**src/rtl/pkt_rate_meter.sv**
```systemverilog
// -----------------------------------------------------------------------------
// pkt_rate_meter
//
// Inline AXI-Stream throughput meter. Every beat passes unchanged through a
// 2-entry registered skid buffer. Packets and payload bytes accepted on the
// slave port are accumulated over a fixed window of aclk cycles, and a
// one-cycle snapshot is published when each window closes.
//
// Ports
//   aclk, aresetn        clock, synchronous active-low reset
//   s_axis_*             input beat stream (tvalid/tdata/tlast/tuser_mty, tready out)
//   m_axis_*             registered output beat stream (tready in)
//   meter_restart        pulse: restart the window and clear the accumulators
//   stat_valid           one-cycle pulse at each window close
//   stat_pkts/bytes      packet/byte totals of the closed window (held)
//   stat_sat             a counter saturated during the closed window
//   stat_mty_err         a last beat in the closed window had mty >= bytes/beat
// -----------------------------------------------------------------------------
module pkt_rate_meter #(
    parameter int C_DATA_WIDTH    = 256,
    parameter int C_MTY_WIDTH     = 5,
    parameter int C_WINDOW_CYCLES = 156250,
    parameter int C_CNT_WIDTH     = 32
) (
    input  logic                    aclk,
    input  logic                    aresetn,
    input  logic                    s_axis_tvalid,
    input  logic [C_DATA_WIDTH-1:0] s_axis_tdata,
    input  logic                    s_axis_tlast,
    input  logic [C_MTY_WIDTH-1:0]  s_axis_tuser_mty,
    output logic                    s_axis_tready,
    output logic                    m_axis_tvalid,
    output logic [C_DATA_WIDTH-1:0] m_axis_tdata,
    output logic                    m_axis_tlast,
    output logic [C_MTY_WIDTH-1:0]  m_axis_tuser_mty,
    input  logic                    m_axis_tready,
    input  logic                    meter_restart,
    output logic                    stat_valid,
    output logic [C_CNT_WIDTH-1:0]  stat_pkts,
    output logic [C_CNT_WIDTH-1:0]  stat_bytes,
    output logic                    stat_sat,
    output logic                    stat_mty_err
);

    localparam int BPB   = C_DATA_WIDTH / 8;
    localparam int WC_W  = $clog2(C_WINDOW_CYCLES);
    localparam int BPB_W = $clog2(BPB + 1);
    localparam int MAX_A = (C_CNT_WIDTH > C_MTY_WIDTH) ? C_CNT_WIDTH : C_MTY_WIDTH;
    // Sum width: one bit more than any operand so an overflow past the
    // counter maximum is always visible before saturation.
    localparam int SW    = ((MAX_A > BPB_W) ? MAX_A : BPB_W) + 1;

    localparam logic [SW-1:0]          BPB_S     = SW'(BPB);
    localparam logic [C_CNT_WIDTH-1:0] CNT_MAX_C = {C_CNT_WIDTH{1'b1}};
    localparam logic [SW-1:0]          CNT_MAX_S = SW'(CNT_MAX_C);
    localparam logic [WC_W-1:0]        WC_LAST   = WC_W'(C_WINDOW_CYCLES - 1);

    typedef enum logic [1:0] {
        SKID_EMPTY = 2'd0,
        SKID_ONE   = 2'd1,
        SKID_TWO   = 2'd2
    } skid_state_e;

    // ---------------- skid buffer registers ----------------
    skid_state_e               state_q;
    logic                      tready_q;
    logic                      m_valid_q;
    logic [C_DATA_WIDTH-1:0]   m_data_q;
    logic                      m_last_q;
    logic [C_MTY_WIDTH-1:0]    m_mty_q;
    logic [C_DATA_WIDTH-1:0]   skid_data_q;
    logic                      skid_last_q;
    logic [C_MTY_WIDTH-1:0]    skid_mty_q;

    // ---------------- meter registers ----------------
    logic [WC_W-1:0]        wc_q,          wc_d;
    logic [C_CNT_WIDTH-1:0] pkt_acc_q,     pkt_acc_d;
    logic [C_CNT_WIDTH-1:0] byte_acc_q,    byte_acc_d;
    logic                   sat_q,         sat_d;
    logic                   mty_err_q,     mty_err_d;
    logic                   stat_valid_q,  stat_valid_d;
    logic [C_CNT_WIDTH-1:0] stat_pkts_q,   stat_pkts_d;
    logic [C_CNT_WIDTH-1:0] stat_bytes_q,  stat_bytes_d;
    logic                   stat_sat_q,    stat_sat_d;
    logic                   stat_mty_err_q, stat_mty_err_d;

    // ---------------- combinational helpers ----------------
    logic                   s_acc_s;
    logic                   m_acc_s;
    logic [SW-1:0]          mty_s;
    logic                   mty_bad_s;
    logic [SW-1:0]          bytes_add_s;
    logic [SW-1:0]          pkt_add_s;
    logic [SW-1:0]          pkt_sum_s;
    logic [SW-1:0]          byte_sum_s;
    logic                   pkt_ovf_s;
    logic                   byte_ovf_s;
    logic [C_CNT_WIDTH-1:0] pkt_new_s;
    logic [C_CNT_WIDTH-1:0] byte_new_s;
    logic                   sat_new_s;
    logic                   mty_err_new_s;
    logic                   terminal_s;

    assign s_acc_s    = s_axis_tvalid && tready_q;
    assign m_acc_s    = m_valid_q && m_axis_tready;
    assign mty_s      = SW'(s_axis_tuser_mty);
    assign mty_bad_s  = s_axis_tlast && (mty_s >= BPB_S);
    assign terminal_s = (wc_q == WC_LAST);

    // Byte and packet contribution of the beat accepted this cycle
    always_comb begin
        bytes_add_s = '0;
        if (!s_acc_s) begin
            bytes_add_s = '0;
        end else if (!s_axis_tlast) begin
            bytes_add_s = BPB_S;
        end else if (mty_bad_s) begin
            bytes_add_s = '0;
        end else begin
            bytes_add_s = BPB_S - mty_s;
        end
    end

    assign pkt_add_s  = (s_acc_s && s_axis_tlast) ? SW'(1) : SW'(0);
    assign pkt_sum_s  = SW'(pkt_acc_q) + pkt_add_s;
    assign byte_sum_s = SW'(byte_acc_q) + bytes_add_s;
    assign pkt_ovf_s  = (pkt_sum_s > CNT_MAX_S);
    assign byte_ovf_s = (byte_sum_s > CNT_MAX_S);
    assign pkt_new_s  = pkt_ovf_s  ? CNT_MAX_C : pkt_sum_s[C_CNT_WIDTH-1:0];
    assign byte_new_s = byte_ovf_s ? CNT_MAX_C : byte_sum_s[C_CNT_WIDTH-1:0];
    assign sat_new_s     = sat_q || pkt_ovf_s || byte_ovf_s;
    assign mty_err_new_s = mty_err_q || (s_acc_s && mty_bad_s);

    // Next-state for the window counter, accumulators and published snapshot
    always_comb begin
        wc_d           = terminal_s ? '0 : (wc_q + WC_W'(1));
        pkt_acc_d      = pkt_new_s;
        byte_acc_d     = byte_new_s;
        sat_d          = sat_new_s;
        mty_err_d      = mty_err_new_s;
        stat_valid_d   = 1'b0;
        stat_pkts_d    = stat_pkts_q;
        stat_bytes_d   = stat_bytes_q;
        stat_sat_d     = stat_sat_q;
        stat_mty_err_d = stat_mty_err_q;
        if (meter_restart) begin
            // Restart wins over window close; this cycle's beat is dropped
            // from the count and the snapshot is left untouched.
            wc_d       = '0;
            pkt_acc_d  = '0;
            byte_acc_d = '0;
            sat_d      = 1'b0;
            mty_err_d  = 1'b0;
        end else if (terminal_s) begin
            // A beat accepted in the terminal cycle belongs to the closing window
            stat_valid_d   = 1'b1;
            stat_pkts_d    = pkt_new_s;
            stat_bytes_d   = byte_new_s;
            stat_sat_d     = sat_new_s;
            stat_mty_err_d = mty_err_new_s;
            pkt_acc_d      = '0;
            byte_acc_d     = '0;
            sat_d          = 1'b0;
            mty_err_d      = 1'b0;
        end else begin
            stat_valid_d = 1'b0;
        end
    end

    // Meter state registers
    always_ff @(posedge aclk) begin
        if (!aresetn) begin
            wc_q           <= '0;
            pkt_acc_q      <= '0;
            byte_acc_q     <= '0;
            sat_q          <= 1'b0;
            mty_err_q      <= 1'b0;
            stat_valid_q   <= 1'b0;
            stat_pkts_q    <= '0;
            stat_bytes_q   <= '0;
            stat_sat_q     <= 1'b0;
            stat_mty_err_q <= 1'b0;
        end else begin
            wc_q           <= wc_d;
            pkt_acc_q      <= pkt_acc_d;
            byte_acc_q     <= byte_acc_d;
            sat_q          <= sat_d;
            mty_err_q      <= mty_err_d;
            stat_valid_q   <= stat_valid_d;
            stat_pkts_q    <= stat_pkts_d;
            stat_bytes_q   <= stat_bytes_d;
            stat_sat_q     <= stat_sat_d;
            stat_mty_err_q <= stat_mty_err_d;
        end
    end

    // Skid buffer FSM: head beat drives m_axis, second slot absorbs one stall
    always_ff @(posedge aclk) begin
        if (!aresetn) begin
            state_q     <= SKID_EMPTY;
            tready_q    <= 1'b0;
            m_valid_q   <= 1'b0;
            m_data_q    <= '0;
            m_last_q    <= 1'b0;
            m_mty_q     <= '0;
            skid_data_q <= '0;
            skid_last_q <= 1'b0;
            skid_mty_q  <= '0;
        end else begin
            case (state_q)
                SKID_EMPTY: begin
                    tready_q <= 1'b1;
                    if (s_acc_s) begin
                        m_data_q  <= s_axis_tdata;
                        m_last_q  <= s_axis_tlast;
                        m_mty_q   <= s_axis_tuser_mty;
                        m_valid_q <= 1'b1;
                        state_q   <= SKID_ONE;
                    end else begin
                        m_valid_q <= 1'b0;
                        state_q   <= SKID_EMPTY;
                    end
                end
                SKID_ONE: begin
                    case ({s_acc_s, m_acc_s})
                        2'b10: begin
                            skid_data_q <= s_axis_tdata;
                            skid_last_q <= s_axis_tlast;
                            skid_mty_q  <= s_axis_tuser_mty;
                            tready_q    <= 1'b0;
                            state_q     <= SKID_TWO;
                        end
                        2'b01: begin
                            m_valid_q <= 1'b0;
                            state_q   <= SKID_EMPTY;
                        end
                        2'b11: begin
                            m_data_q <= s_axis_tdata;
                            m_last_q <= s_axis_tlast;
                            m_mty_q  <= s_axis_tuser_mty;
                        end
                        default: begin
                            state_q <= SKID_ONE;
                        end
                    endcase
                end
                SKID_TWO: begin
                    if (m_acc_s) begin
                        m_data_q <= skid_data_q;
                        m_last_q <= skid_last_q;
                        m_mty_q  <= skid_mty_q;
                        tready_q <= 1'b1;
                        state_q  <= SKID_ONE;
                    end else begin
                        state_q <= SKID_TWO;
                    end
                end
                default: begin
                    // Unreachable encoding: recover to a clean empty buffer
                    m_valid_q <= 1'b0;
                    tready_q  <= 1'b1;
                    state_q   <= SKID_EMPTY;
                end
            endcase
        end
    end

    assign s_axis_tready    = tready_q;
    assign m_axis_tvalid    = m_valid_q;
    assign m_axis_tdata     = m_data_q;
    assign m_axis_tlast     = m_last_q;
    assign m_axis_tuser_mty = m_mty_q;
    assign stat_valid       = stat_valid_q;
    assign stat_pkts        = stat_pkts_q;
    assign stat_bytes       = stat_bytes_q;
    assign stat_sat         = stat_sat_q;
    assign stat_mty_err     = stat_mty_err_q;

endmodule
```
**config.mk**
```make
export PLATFORM = sky130hd
export DESIGN_NAME = pkt_rate_meter
export DESIGN_NICKNAME = d
export VERILOG_FILES = /design/src/rtl/pkt_rate_meter.sv
export SDC_FILE = /design/constraint.sdc
export NUM_CORES = 2
export LEC_CHECK = 0
export ABC_AREA = 1
export BUFFER_PORTS_ARGS = -buffer_cell sky130_fd_sc_hd__buf_2
export CORE_MARGIN = 10
export CORE_UTILIZATION = 40
export CTS_CLUSTER_SIZE = 25
export DETAILED_ROUTE_END_ITERATION = 16
export GPL_TIMING_DRIVEN = 0
export PLACE_DENSITY = 0.61
export SYNTH_ARGS = -nofsm -noshare
export SYNTH_HDL_FRONTEND = slang
export SYNTH_SLANG_ARGS = --single-unit
```
**constraint.sdc**
```tcl
create_clock -name aclk -period 4.85 [get_ports aclk]
set_clock_uncertainty 0.15 [all_clocks]
set_input_delay 0.7275 -clock aclk [delete_from_list [all_inputs] [get_ports aclk]]
set_output_delay 0.7275 -clock aclk [all_outputs]
set_load 0.05 [all_outputs]
```
==> results.ini <==
[synthesis]
synth_fa_ha_area_share_pct=0.6758
ys_ff_latch=677
synth_edf_count=0
yosys.area.top_type=dfxtp_1
synth-xor-area-share_pct=1.152
synthTopCellsByCount=o21ai_0, dfxtp_1, inv_1
syn_inst=3933
ys_seq_area_share_pct=46.92
synth_area_per_cell_sq_um=7.344
muxShareOfSynthArea_pct=0
yosys-top-cells-area=dfxtp_1, o21ai_0, a21oi_1
synth_compound_area_share_pct=25.90
yosysMostFrequentCell=o21ai_0
netlist.area_leader.share_pct=46.92
syn_area_sq_mm=0.02888
synth_top_family_by_area=compound AO/OA/AOI/OAI gates
synthArstFlopShare_pct=0
ys_warn_count=0
synthesis.nets=4215
synth_ff_type=dfxtp_1
synth.distinct_cells=43
synth-simple-area-share_pct=11.47

[power_and_ir_drop]
pwr-share-seq_pct=40.7
combPwrFrac_pct=18.8
power.internal_uw=10310
irDropWorstVdd_mv=0.2946
clkPwrFrac_pct=40.5
switching_share_pct=31.34
p_leak_uw=0.01566
p_per_area_mw_per_mm2=419.4
p_sw_uw=4705

[global_route]
grt_pass1_wl_mm=156.1
antenna_found_initial=41
gr-total-overflow=0
grt_util_all_layers_pct=23.91
grt_max_degree=14
grt_pass1_vias=26120

[drt]
drc=0
wl_mm=105.2
via_count=28150
viasPerCell=4.978
first_pass_iters=5
antenna_left=0
wire_per_inst_um=18.60
drtIter0Drc=2152

[cts]
cts_tree=built
numCtsBuffers=77
cts_setup_buffers=0
clkLatencyLatePin_ps=620
htreeDepth=3
cts.sinks=677
cts-root-buf=clkbuf_16
clockBufferDepth=3
clk_pin_slew_ps=60
hold_buffers=0
cts_resized=0

[worst_setup_path]
path_cells=nand2_1, inv_1, nand2_1, inv_1, o21ai_0, a21oi_1, ha_1, nand2_1, inv_1, nand2_1, nand2_1, nand2_1, nand2_2, nand3_2, buf_2, nand3_1, o21ai_1, inv_1
critPathKind=flip-flop to flip-flop
crit_top_cell=nand2_1
arrival_ps=3740
end_kind=flip-flop
cp-start-kind=flip-flop
required_ps=5210
cp_max_fo=10
cp_slowest_cell=dfxtp_1
worst_path_largest_cell_delay_ps=440

[die]
start_util_pct=40.41
num_rows=98
die_area_sq_mm=0.08336
coreArea_sq_mm=0.07149
die_w_um=288.7
die_y_um=288.7
ios=598

[timing]
holdWs_ps=255.5
worst_pin_slew_ps=1052
hold_viol=0
fin_ws_ps=1474
slew_violations=0
setup_viol=0
slew_headroom_pct=29.88
min_period_over_period_pct=69.61
rsz0062_at_grt=no
fin_tns_setup_ps=0
layout_min_cycle_time_ps=3376
max_freq_mhz=296.2

[placement]
dp.cells=5478
hpwl_mm=80.07
io_buffers=595
gp_congestion=0.9518
dp_slack_ps=1157

[cells_and_area]
finalNonFillerCells=5655
fill_cells=7255
regArea_sq_mm=0.01355
multiInputGateArea_sq_mm=0.01132
nNetsFinal=4889
areaGrowthSynthToFinish_pct=23.95
drive_above_1_share_pct=18.98

[outcome]
status=finished clean

[hold_path]
min_path_type=input port to flip-flop

[flow_run]
max_cap_violations=0

[cell usage in the layout, fill, tap and decap left out, types with 34 or more instances in the layout]
master,synthesis,routed
clkbuf_1,143,158
nand3_1,85,85
diode_2,0,36
o21ai_0,709,709
a21oi_1,575,575
nor2_1,112,112
buf_6,43,43
o21a_1,34,34
o21ai_1,119,119
inv_1,671,671
nand2_1,510,510
clkbuf_16,0,79
dfxtp_1,677,677
buf_2,77,672
[kinds of logic (layout without fill, tap and decap cells)]
kind of cell	count (synthesis)	after routing
XOR/XNOR	38	38
flip-flops	677	677
buffers and inverters	951	1687
other	1	37
AO/OA/AOI/OAI	1462	1462
AND/OR/NAND/NOR	789	789
adder cells (fa/ha/maj)	15	15
[sequential cells by signal (all words and copies together), names as in the netlist]
signal,cells
stat_bytes,32
wc_q,18
stat_sat,1
skid_mty_q,5
m_axis_tdata,256
sat_q,1
s_axis_tready,1
m_axis_tvalid,1
skid_data_q,256
m_axis_tuser_mty,5
stat_valid,1
state_q,2
stat_pkts,32
skid_last_q,1
pkt_acc_q,32
m_axis_tlast,1
byte_acc_q,32
[power by group through the flow]
stage               logic, uW  registers [uW]  clock network (uW)
finish                   2820            6110                6090
global placement         2820            6220                   0
CTS                      2840            6110                6200
floorplan                 907            7250                   0
global route             3030            6150                6430
detailed placement       2830            6230                   0
[path summary, 6_finish.rpt]
check	from	endpoint	slack, ps	cells after the start
max reg2reg	s_axis_tready	stat_bytes[26]	1470	18
max	s_axis_tready	stat_bytes[26]	1470	18
min	s_axis_tdata[127]	skid_data_q[127]	260	3
min reg2reg	m_axis_tdata[7]	m_axis_tdata[7]	290	2
[final cells by class]
cell class	instances	area share, %
Antenna cell	36	0.2516
Buffer	273	4.085
Clock buffer	114	6.448
Clock inverter	27	0.9855
Inverter	678	7.108
Multi-Input combinational cell	2305	31.63
Sequential cell	677	37.86
Tap cell	950	3.320
Timing Repair Buffer	595	8.318
[worst max-delay path: cells and delay by family, from the launching register on]
| kind | cells | cell delay (ps) |
|---|---|---|
| AOI/OAI and AO/OA | 3 | 430 |
| adders and majority gates | 1 | 290 |
| buffers and inverters | 5 | 800 |
| DFF | 1 | 440 |
| and+or+nand+nor | 9 | 1160 |
[metrics by stage]
step | cell area, sq um | power (uW) | utilization [%]
after floorplan | 28880 | 8153 | -
after global placement | 33050 | 9037 | 46.23
final | 35800 | 15020 | 50.08
after detailed placement | 33050 | 9058 | 46.23
after global routing | 35780 | 15610 | 50.05
after CTS | 35710 | 15150 | 49.96
[metal layers]
layer | part of all wire [%] | vias to the layer above | global-route usage [%]
met5 | 0.073 | - | 0
met3 | 7.6 | 219 | 5.156
li1 | - | 14110 | -
met4 | 4.0 | 12 | 11.37
met1 | 42 | 12870 | 30.24
met2 | 46 | 940 | 38.40
Note: power is estimated with default switching activity, not from simulation.
